**src/rtl/crc_pkg.sv**
```systemverilog
// Shared types and constants for the streaming CRC block.
// Holds the FSM state encoding and the common generator polynomials.
package crc_pkg;

    typedef enum logic [1:0] {
        IDLE = 2'd0,
        RUN  = 2'd1,
        HOLD = 2'd2
    } state_t;

    localparam logic [31:0] CRC8_POLY        = 32'h0000_0007;
    localparam logic [31:0] CRC16_CCITT_POLY = 32'h0000_1021;

endpackage

```
**src/rtl/crc_step_n.sv**
```systemverilog
// Unrolled DATA_W-bit CRC update: purely combinational, zero latency.
// No flow control; the caller decides when the result is committed.
module crc_step_n #(
    parameter int               DATA_W    = 8,
    parameter int               CRC_W     = 8,
    parameter logic [CRC_W-1:0] POLY      = 'h07,
    parameter int               MSB_FIRST = 1
) (
    input  logic [CRC_W-1:0]  i_crc,
    input  logic [DATA_W-1:0] i_data,
    output logic [CRC_W-1:0]  o_crc
);

    logic [CRC_W-1:0] w_reg;
    logic             w_bit;
    logic             w_fb;

    always_comb begin
        w_reg = i_crc;
        w_bit = 1'b0;
        w_fb  = 1'b0;
        for (int i = 0; i < DATA_W; i++) begin
            w_bit = (MSB_FIRST != 0) ? i_data[DATA_W-1-i] : i_data[i];
            w_fb  = w_reg[CRC_W-1] ^ w_bit;
            w_reg = {w_reg[CRC_W-2:0], 1'b0} ^ (w_fb ? POLY : '0);
        end
        o_crc = w_reg;
    end

endmodule

```
**src/rtl/crc_stream.sv**
```systemverilog
// Frame CRC engine: one beat per cycle, result registered 1 cycle after the last beat.
// s_ready drops while a result waits in HOLD; the consumer releases it with crc_ready.
module crc_stream
    import crc_pkg::*;
#(
    parameter int               DATA_W    = 8,
    parameter int               CRC_W     = 8,
    parameter logic [CRC_W-1:0] POLY      = CRC_W'(CRC8_POLY),
    parameter logic [CRC_W-1:0] INIT      = '1,
    parameter logic [CRC_W-1:0] XOR_OUT   = '0,
    parameter int               MSB_FIRST = 1,
    parameter logic [CRC_W-1:0] RESIDUE   = '0
) (
    input  logic              clk,
    input  logic              rst,
    input  logic              init,
    input  logic              s_valid,
    output logic              s_ready,
    input  logic [DATA_W-1:0] s_data,
    input  logic              s_last,
    output logic              crc_valid,
    input  logic              crc_ready,
    output logic [CRC_W-1:0]  crc,
    output logic              match,
    output logic [15:0]       frame_len
);

    state_t           r_state;
    logic             r_active;
    logic [CRC_W-1:0] r_reg;
    logic [CRC_W-1:0] r_crc;
    logic             r_match;
    logic [15:0]      r_cnt;
    logic [15:0]      r_frame_len;

    logic [CRC_W-1:0] w_next;
    logic [15:0]      w_cnt_nxt;
    logic             w_acc;

    crc_step_n #(
        .DATA_W   (DATA_W),
        .CRC_W    (CRC_W),
        .POLY     (POLY),
        .MSB_FIRST(MSB_FIRST)
    ) u_step (
        .i_crc (r_reg),
        .i_data(s_data),
        .o_crc (w_next)
    );

    // r_active keeps s_ready low until the first edge after reset release.
    always_ff @(posedge clk or negedge rst) begin
        if (!rst) r_active <= 1'b0;
        else      r_active <= 1'b1;
    end

    assign s_ready   = r_active && (r_state != HOLD);
    assign w_acc     = s_valid && s_ready && !init;
    assign w_cnt_nxt = (r_cnt == 16'hFFFF) ? r_cnt : r_cnt + 16'd1;

    always_ff @(posedge clk or negedge rst) begin
        if (!rst) begin
            r_state     <= IDLE;
            r_reg       <= INIT;
            r_crc       <= INIT ^ XOR_OUT;
            r_match     <= 1'b0;
            r_cnt       <= 16'd0;
            r_frame_len <= 16'd0;
        end else if (init) begin
            r_state     <= IDLE;
            r_reg       <= INIT;
            r_cnt       <= 16'd0;
            r_frame_len <= 16'd0;
        end else begin
            unique case (r_state)
                IDLE, RUN: begin
                    if (w_acc) begin
                        r_reg <= w_next;
                        r_cnt <= w_cnt_nxt;
                        if (s_last) begin
                            r_state     <= HOLD;
                            r_crc       <= w_next ^ XOR_OUT;
                            r_match     <= (w_next == RESIDUE);
                            r_frame_len <= w_cnt_nxt;
                        end else begin
                            r_state <= RUN;
                        end
                    end
                end
                HOLD: begin
                    // Counter restarts here so the next frame's first beat counts as 1.
                    if (crc_ready) begin
                        r_state <= IDLE;
                        r_reg   <= INIT;
                        r_cnt   <= 16'd0;
                    end
                end
                default: begin
                    r_state <= IDLE;
                    r_reg   <= INIT;
                    r_cnt   <= 16'd0;
                end
            endcase
        end
    end

    assign crc_valid = (r_state == HOLD);
    assign crc       = r_crc;
    assign match     = r_match;
    assign frame_len = r_frame_len;

endmodule

```
**config.mk**
```make
export PLATFORM = sky130hd
export DESIGN_NAME = crc_stream
export DESIGN_NICKNAME = d
export VERILOG_FILES = /design/src/rtl/crc_pkg.sv /design/src/rtl/crc_step_n.sv /design/src/rtl/crc_stream.sv
export SDC_FILE = /design/constraint.sdc
export NUM_CORES = 1
export LEC_CHECK = 0
export CORE_ASPECT_RATIO = 1.1
export CORE_UTILIZATION = 35
export DETAILED_ROUTE_END_ITERATION = 7
export SLEW_MARGIN = 20
export SYNTH_ARGS = -nofsm -noshare
export SYNTH_HDL_FRONTEND = slang
export SYNTH_HIERARCHICAL = 1
export SYNTH_SLANG_ARGS = --single-unit
```
**constraint.sdc**
```tcl
create_clock -name clk -period 2.66 [get_ports clk]
set_clock_uncertainty 0.15 [all_clocks]
set_input_delay 0.532 -clock clk [delete_from_list [all_inputs] [get_ports clk]]
set_output_delay 0.532 -clock clk [all_outputs]
set_load 0.03 [all_outputs]
```
## Word level (Yosys, flattened, before mapping)

Cells that the tools add are included.

- Add/subtract/negate cells: 1
- Eq/ne operators: 6
- Multiplexer cells: 26
- Bitwise gates (word level): 17
- Reductions and logical operators: 13

Operators by type and width:

| cell | number |
|---|---|
| $mux 16 | 8 |
| $xor 8x8->8 | 8 |
| $pmux 16 s2 | 1 |
| $mux 3 | 8 |
| $mux 8 | 3 |
| $add 16x1->16 const B | 1 |
| $eq 16x16->1 const B | 1 |
| $pmux 8 s2 | 1 |
| $logic_not 8->1 | 1 |
| $mux 2 | 4 |
| $xor 1x1->1 | 8 |
| $reduce_bool 2->1 | 3 |
| $pmux 2 s2 | 1 |
| $reduce_and 4->1 | 1 |
| $logic_and 1x1->1 | 3 |
| $ne 3x2->1 const B | 1 |
| $ne 3x3->1 const B | 1 |
| $reduce_and 3->1 | 1 |
| $eq 2x1->1 const B | 1 |
| $eq 2x2->1 const B | 1 |
| $logic_not 2->1 | 1 |
| $ne 2x2->1 const B | 1 |
| $reduce_and 2->1 | 1 |
| $reduce_or 2->1 | 1 |
| other kinds (2) | 2 |

- Register bits: 52
- Input port bits: 14
- Output and inout bits: 27
- Word-level logic and storage cells: 70

## Longest topological paths before layout

- Word-level depth: 27
- Gate-level depth with buffers: 7

## Modules after synthesis

The synthesis kept the hierarchy.

Modules (own cells, without submodules):

| module | times used | cells an instance | area an instance (um^2) | sequential area each (um^2) |
|---|---|---|---|---|
| crc_stream | 1 | 281 | 2715.1 | 1321.3 |
| crc_step_n | 1 | 22 | 191.4 | 0.0 |

## Worst setup path before layout

OpenSTA, ideal clock, no wires.

- Path kind: flip-flop to flip-flop
- Start: register r_cnt[0]
- End: register r_frame_len[3] (netlist: frame_len[3])
- Arrival time: 1.664 ns
- Setup slack: 0.746 ns
- Stages on the path, launching flop included: 6
- Path buffers: 0
- Cells stage by stage: dfrtp_1 > ha_1 > nand4_2 > nor4_4 > o21ai_2 > a311oi_1

- Longest elaborated chain between the ends: 6
- Elaborated cells on any way between the ends: 7

Ends and longest elaborated chain:

| what | line | source |
|---|---|---|
| start: declaration | crc_stream.sv:33 | `logic [15:0] r_cnt;` |
| start signal: assignment | crc_stream.sv:79 | `r_cnt <= w_cnt_nxt;` |
| $add 16x1->16 or $eq 16x16->1 (tied branches) | crc_stream.sv:59 | `assign w_cnt_nxt = (r_cnt == 16'hFFFF) ? r_cnt : r_cnt + 16'd1;` |
| $mux 16 (*) | crc_stream.sv:59 |  |
| $mux 16 (*) | crc_stream.sv:80 | `if (s_last) begin` |
| $mux 16 (*) | crc_stream.sv:77 | `if (w_acc) begin` |
| $mux 16 (*) | crc_stream.sv:75 | `unique case (r_state)` |
| $mux 16 (*) | crc_stream.sv:69 | `end else if (init) begin` |
| end signal: assignment | crc_stream.sv:84 | `r_frame_len <= w_cnt_nxt;` |
| end: declaration | crc_stream.sv:34 | `logic [15:0] r_frame_len;` |

Mark *: on every way between the ends. The rest lies on a longest branch, timed or not. The select of a mux whose other input is x is not followed.
A chain may end at the register's enable or synchronous reset.

## Worst setup path in the final report

- Start: register r_state[1]
- End: output port s_ready

- Longest elaborated chain between the ends: 2

Ends and longest elaborated chain:

| what | line | source |
|---|---|---|
| start: declaration | crc_stream.sv:28 | `state_t r_state;` |
| start signal: assignment | crc_stream.sv:63 | `r_state <= IDLE;` |
| start signal: assignment | crc_stream.sv:70 | `r_state <= IDLE;` |
| start signal: assignment | crc_stream.sv:81 | `r_state <= HOLD;` |
| $ne 2x2->1 | crc_stream.sv:57 | `assign s_ready = r_active && (r_state != HOLD);` |
| $logic_and 1x1->1 | crc_stream.sv:57 |  |
| end: declaration | crc_stream.sv:18 | `output logic s_ready,` |

No other way between the ends.

==> summary.md <==
| Metric | Value |
|---|---|
| Status | complete, no violations |
| Simple-gate area share of the yosys netlist | a little over a fifth |
| Crit path max-delay family | buffers and inverters |
| Setup CP Type | register to output port |
| CTS tree | built |
| DIE WIDTH | 88.9 um |
| Reg2reg setup slack | between 0.3 and 0.4 ns |
| Core area | ~8000 um2 |
| Hold buffers post-CTS | 0 |
| Initial Util | ~36% |
| Root cell of the clock tree | clkbuf_8 |
| Worst path cell trace | nor2b_1, nor2b_1, clkdlybuf4s50_1 |
| First-pass GRT wire length | 11.8 mm |
| Commonest non-fill, non-tap cells in the layout | clkdlybuf4s50_1 (39), dfrtp_1 (36), nor2_1 (35) |
| Period Utilization, post-route | between 80% and 90% |
| Post-route ant nets | 0 |
| Total track usage | between 10% and 20% |
| Startpoint Class | register |
| Cell Int Power | about 1.7 mW |
| Synth Area per Inst | about 9.6 um2 |
| Final hold violation count | 0 |
| Vias in the first global route | roughly 2300 |
| Worst vdd ir | 0.000298 V |
| Post-DR wirelength/cell | approximately 16 um |
| Leak | between 1 and 1.5 nW |
| Crit path launch | r_state[1]$_DFFE_PN0P_ |
| CP most frequent cell | nor2b_1 |
| Buf+Inv Stages, Crit Path | 1 |
| Reg2reg path depth | 5 |
| Largest net degree at the start of global routing | 53 |
| Number of antenna violations at the first check in global routing | 0 |
| Num ports | 41 |
| RSZ-0062 raised after global routing | false |
| CTS resizes | 0 |
| GP Congestion | ~0.86 |
| Post-synthesis mux area share | between 3 and 4% |
| Ys async rst share | between 90% and 100% |
| Distinct cells, synth | 60 |
| Cell Pwr Density | ~750 nW/um2 |
| Final setup fails | 0 |
| Residual DRC | 0 |
| Fmax | between 400 and 500 MHz |
| Minimum clock period | between 2 and 2.5 ns |
| Seq/Total Area, Yosys | 45.5% |
| Max-slew violations | 0 |
| Adder-cell share of the synthesized area | 0.430% |
| Sequential share of power | 40.6% |
| Num CTS Buffers | 5 |
| Post-CTS repair timing setup buffer count | 0 |
| Share of layout cells above drive strength 1 | 15.6% |
| Worst setup path endpoint | s_ready |
| Logic pwr share | about two fifths |
| Die Height | approximately 98 um |
| Routed vias | about 2400 |
| Port Buffers | 40 |
| CTS Buffer Depth | 2 |
| Area of the mapped netlist | between 2000 and 3000 um2 |
| MaxCap Viol Count | 0 |
| Top cells by area, synth | dfrtp_1 (31%), dfstp_2 (14%), xnor2_1 (5.7%), a21oi_1 (4.6%), nor2_1 (4.5%) |
| Pwr Total | 2.70 mW |
| Worst-path clk slew | approximately 0.09 ns |
| Reg2reg end | frame_len[3]$_DFFE_PN0P_ |
| Switching power total | a little under 1 mW |
| Post-Route Setup TNS | 0 ns |
| Die Area | 8670 um2 |
| First-pass DRT Iterations | 5 |
| Synthesis-to-layout area growth | 23.2% |
| Worst min path class | primary input to asynchronous set/reset pin |
| Synthesized flop and latch total | between 50 and 60 |
| Synthesized Nets | roughly 320 |
| Vias per inst | between 5 and 6 |
| # rows | 34 |
| Synth Area in Compound Gates | roughly 18% |
| Most used flip-flop cell after synthesis | dfrtp_1 |
| Commonest non-fill, non-tap cell in the layout | clkdlybuf4s50_1 |
| Ant diodes | 0 |
| Rel. slew slack | between 50% and 60% |
| Switching Fraction | a little over a third |
| First DRT Iteration DRCs | 139 |
| Nets | 360 |
| Crit path largest cell delay | about 0.67 ns |
| Clock Latency Late Sink | around 0.3 ns |
| R2r startpoint | r_cnt[1]$_DFFE_PN0P_ |
| Slowest CP cell | clkdlybuf4s50_1 |
| Clock Power Share | between 15 and 20% |
| Top cell type's share of synthesized area | a little under a third |
| DP HPWL | between 5 and 6 mm |
| Critical path endpoint category | output port |
| Slew of the pin with the lowest slew margin | approximately 0.63 ns |
| Final wirelength | 7.04 mm |
| Cell count after synthesis | 303 |
| Synth Area in XOR/XNOR | roughly 7.5% |
| Clock Sinks | 52 |
| H-tree levels | 2 |
| Data required, critical path | 1.98 ns |
| EDFF count, synth | 0 |
| Cell taking the most area after synthesis | dfrtp_1 |
| Total grt overflow | 0 |
| Crit path DAT | around 1.7 ns |
| Largest family of logic cells by synthesized area | simple AND/OR/NAND/NOR gates |
| Critical path depth in cells | 3 |
| CP Max Fanout | 7 |
| YS warnings | 6 |
| Hold_ws | 0.0664 ns |
per-stage QoR:
step                std cells  util [%]  setup slack [ns]  instance area [um2]
detailed placement        446      43.5             0.211                 3480
global placement          446      43.5             0.238                 3480
finish                    454      44.8             0.321                 3580
CTS                       454      44.8             0.308                 3580
global route              454      44.8             0.173                 3580
floorplan                 303         -             0.746                 2910
synth_stat cells (all sizes together), types with 3 or more instances:
cell type	instances
xnor2	19
a311oi	5
nand4	8
and3	5
dfstp	16
dfrtp	36
a31oi	6
inv	4
nand3	8
mux2	8
o31ai	3
nor3	4
nand2	18
buf	13
xor2	6
or3	5
a21oi	27
a21o	4
a211oi	4
nor2	36
o21ai	14
clkbuf	10
and4	6
a31o	3
nor4	8
kinds of logic (layout without fill, tap and decap cells):
family                     Yosys count  after routing
and+or+nand+nor                    108            108
xor gates and xnor gates            25             25
other                                1              1
DFF                                 52             52
AOI/OAI and AO/OA                   81             81
muxes                                8              8
buffers and inverters               27             70
adders and majority gates            1              1
power by group through the flow:
| stage | clock network (mW) | registers (mW) | logic [mW] |
|---|---|---|---|
| finish | 0.495 | 1.10 | 1.11 |
| global placement | 0 | 1.12 | 1.10 |
| floorplan | 0 | 1.25 | 0.649 |
| CTS | 0.509 | 1.10 | 1.11 |
| detailed placement | 0 | 1.12 | 1.11 |
| global route | 0.538 | 1.12 | 1.22 |
how the worst min path moves through the flow:
stage               cells past startpoint                    from                        to
CTS                                     2                     rst  frame_len[8]$_DFFE_PN0P_
finish                                  2                     rst     r_cnt[10]$_DFFE_PN0P_
global route                            2                     rst         match$_DFFE_PN0P_
detailed placement                      2       match$_DFFE_PN0P_         match$_DFFE_PN0P_
global placement                        2  r_state[0]$_DFFE_PN0P_    r_state[0]$_DFFE_PN0P_
floorplan                               0                     rst  frame_len[0]$_DFFE_PN0P_
cell type report:
type	instances	area, um2
fillers	810	4420
multi-input cells	224	1470
flip-flops and latches	52	1320
repair buffers	58	543
well taps	108	135
clock buffers	8	101
inverters	4	15.0
routing by layer:
| metal | part of all wire, % | track usage, % | up-vias | wire (um) |
|---|---|---|---|---|
| met5 | 0 | 0 | - | 0 |
| met4 | 1.2 | 4.47 | 0 | 88 |
| met3 | 3.2 | 2.21 | 8 | 226 |
| met2 | 45 | 25.4 | 65 | 3140 |
| met1 | 51 | 26.2 | 1155 | 3590 |
| li1 | - | - | 1188 | - |
Power figures use the tool's default switching activity.
==> RTL edit 1, RTL diff (config.mk and constraints unchanged) <==
`DATA_W` is set to 8 in 2 places; all go to 12.
--- a/src/rtl/crc_step_n.sv
+++ b/src/rtl/crc_step_n.sv
@@ -1,7 +1,7 @@
 // Unrolled DATA_W-bit CRC update: purely combinational, zero latency.
 // No flow control; the caller decides when the result is committed.
 module crc_step_n #(
-    parameter int               DATA_W    = 8,
+    parameter int               DATA_W    = 12,
     parameter int               CRC_W     = 8,
     parameter logic [CRC_W-1:0] POLY      = 'h07,
     parameter int               MSB_FIRST = 1
--- a/src/rtl/crc_stream.sv
+++ b/src/rtl/crc_stream.sv
@@ -3,7 +3,7 @@
 module crc_stream
     import crc_pkg::*;
 #(
-    parameter int               DATA_W    = 8,
+    parameter int               DATA_W    = 12,
     parameter int               CRC_W     = 8,
     parameter logic [CRC_W-1:0] POLY      = CRC_W'(CRC8_POLY),
     parameter logic [CRC_W-1:0] INIT      = '1,
Ports: changed (resized s_data); port bits go from 41 to 45. No check against the original RTL was run, so the function may have changed too.
==> RTL edit 1 against the unedited design <==
  * Worst setup slack worse by 0.11 ns
  * Sequential share of layout area is 2.3 points lower
  * Register-to-register slack better by 0.02 ns
  * Wire length is 9.3% higher
  * Synthesized area is 4.3% higher
  * Synthesized cell count is 2.3% higher
  * Total power is 13% higher
  * Final area is 6.6% higher
  * Sequential cell count stayed put
  * Critical path type is now in -> reg
  * Critical endpoint is now match
==> RTL edit 1: results (changes against the unedited design) <==
Seq Cell Count=52 (unchanged); worst-skew pair later-pin latency=0.32 ns (+0.02 ns); GPL Wtd Cong=0.897 (+4.0%); Initial DRT Pass Iterations=4 (-1); crit path DAT=2.54 ns (+0.88 ns); sw frac=33.1% (-2.9 points); r2r endpoint=frame_len[9]; Fillers=853 (+5.3%); number of clock buffers in the layout=6 (-2); num rows=35 (+2.9%); final instance area=0.00382 mm2 (+6.6%); Non-Filler Instances=478 (+5.3%); global-route wire length before repair=12,900 um (+10%); Net Count, Synth=329 (+3.5%); worst setup slack after placement=-0.126 ns (-0.337 ns); Post-synth top cells=dfrtp_1 (36), nor2_1 (35), a21oi_1 (27); Worst R2R Setup Slack=0.35 ns (+0.02 ns); ClkCell Share=2.82% (-0.012 points); slowest cell delay on critical path=0.51 ns (-0.16 ns); Max VDD drop=0.000302 V (+1.5%); status=completed; reg2reg start=r_cnt[0]; footprint of the multi-input gates=0.00159 mm2 (+8.5%); Multi-In Gates=231 (+3.1%); Critical Path Sink=match; Buffers excl. clock=72 (+24%); register area share after synthesis=43.6% (-1.9 points); Cell Area, Placed=0.00371 mm2 (+6.7%); P_leak=0.00154 uW (+9.5%); final WL=7700 um (+9.3%); delay-heaviest family, CP=XOR/XNOR gates; sequential share of cell area=34.6% (-2.3 points); GR Util All Layers=17.8% (+0.63 points); HPWL Detailed=5610 um (+7.5%)
==> RTL edit 1: cell count changes in the layout (fill, tap and decap cells not counted), sizes merged <==
cell           unedited run  this run
clkdlybuf4s50            39        43
clkinv                    0         1
bufinv                    0         1
clkbuf                    8         6
buf                      19        29
xor2                      6         5
xnor2                    19        23
xnor3                     0         4
==> RTL edit 1: cell families (layout without fill, tap and decap cells) <==
logic type	Yosys count	after routing	synth area share (%)
xor gates and xnor gates	32	32	11.3
DFF	52	52	43.6
adders and majority gates	1	1	0.413
muxes	8	8	2.97
and+or+nand+nor	108	108	20.2
other	1	1	0.124
buffers and inverters	27	84	3.96
AOI/OAI and AO/OA	81	81	17.4
==> RTL edit 1: metal layers <==
layer  GRT usage [%]  routed length, um
met5               0                  0
met2            31.1               3810
met3            2.60                259
met4            4.96                 99
met1            23.0               3530
==> RTL edit 2, RTL diff (same flow settings) <==
Without the edit above. Encoding of `state_t`: now one-hot (3 bits for 3 states).
--- a/src/rtl/crc_pkg.sv
+++ b/src/rtl/crc_pkg.sv
@@ -2,10 +2,10 @@
 // Holds the FSM state encoding and the common generator polynomials.
 package crc_pkg;
 
-    typedef enum logic [1:0] {
-        IDLE = 2'd0,
-        RUN  = 2'd1,
-        HOLD = 2'd2
+    typedef enum logic [2:0] {
+        IDLE = 3'b001,
+        RUN  = 3'b010,
+        HOLD = 3'b100
     } state_t;
 
     localparam logic [31:0] CRC8_POLY        = 32'h0000_0007;
Check against the original RTL: no difference found for any inputs over 4 cycles, from zero or initial values and one cycle with rst low; so few cycles prove little.
==> RTL edit 2 against the unedited design <==
  * Final area rose by 2.1%
  * First-iteration DRC count fell by 15%
  * Total power shrank 24%
  * Synthesized cell count up 0.99%
  * Critical path depth stayed put
  * Wire length increased by 1.6%
  * Combinational power decreased by 46%
  * Synthesized area increased by 2.5%
  * Sequential cell count increased by 1
  * Clock power decreased by 2%
  * Non-clock buffer count unchanged
  * Worst setup slack worse by 0.12 ns
==> RTL edit 2: results (changes against the unedited design) <==
register area share after synthesis=45.3% (-0.21 points); worst setup slack after placement=0.227 ns (+0.0163 ns); worst-path maximum fanout=4 (-3); clock slew at reported path FFs=0.11 ns (+0.02 ns); internal power=1370 uW (-21%); layout cell share with drive strength beyond 1=15.7% (+0.12 points); global-route wire length before repair=12,200 um (+3.8%); combinational cell fraction of total power=29.0% (-12 points); R2R cell count=6 (+1); nets@finish=370 (+2.8%); CTS resizes=2 (+2); P_leak=0.00151 uW (+7.3%); post-DR vias/cell=5.28 (-0.82%); initial DRC count=118 (-15%); GR Util All Layers=17.2% (-0.033 points); M2 GR Usage=29.7% (+4.3 points); status=completed; reg2reg start=r_cnt[0]; final WL=7160 um (+1.6%); Yosys cell types=61 (+1.7%); HPWL Detailed=5240 um (+0.33%); Tightest Pin Transition=0.630 ns (-0.00303 ns); GR met1 Demand/Resource=22.6% (-3.7 points); met3 Use GR=2.47% (+0.26 points); P_seq=975 uW (-11%); Final WS setup=0.202 ns (-0.119 ns); Net Count, Synth=321 (+0.94%); Max VDD drop=0.000282 V (-5.2%); Initial DRT Pass Iterations=4 (-1); crit path DAT=1.78 ns (+0.12 ns); Worst R2R Setup Slack=0.38 ns (+0.05 ns); Cell Area, Placed=0.00357 mm2 (+2.5%); minimum hold slack=0.0803 ns (+0.0139 ns); via count=2,449 (+1.4%); r2r endpoint=frame_len[7]; largest net degree at the start of global routing=28 (-47%); Fillers=797 (-1.6%); Comb group=594 uW (-46%); wire length on met1=3340 um (-7.0%); GPL Wtd Cong=0.879 (+1.9%); Placed Cells incl. Taps=456 (+2.2%); met2 routed WL=3550 um (+13%)
-- RTL edit 2: worst max-delay path, stage by stage (launching register included) --
cell and delay [ns]:
dfrtp_1 0.46, or3b_1 0.48, and2_1 0.18, dlygate4sd2_1 0.35
-- RTL edit 2: area by class of cell --
cell class	count	area [um2]	share of cell area, %
sequential	53	1350	36.8
clock inverter	3	23.8	0.650
tap	108	135	3.69
multi-input combinational	225	1500	40.9
inverter	12	45.0	1.23
clock buffer	5	68.8	1.88
timing repair buffer	58	541	14.8
-- RTL edit 2: logic make-up (layout without fill, tap and decap cells) --
group | after synthesis | after routing | share of synthesized area (%)
compound gates | 70 | 70 | 17.8
xor+xnor | 25 | 25 | 7.61
fa+ha+maj | 1 | 1 | 0.420
buf+inv | 28 | 78 | 4.50
flops | 53 | 53 | 45.3
mux | 4 | 4 | 1.34
other cells | 1 | 1 | 0.126
simple gates | 124 | 124 | 23.0
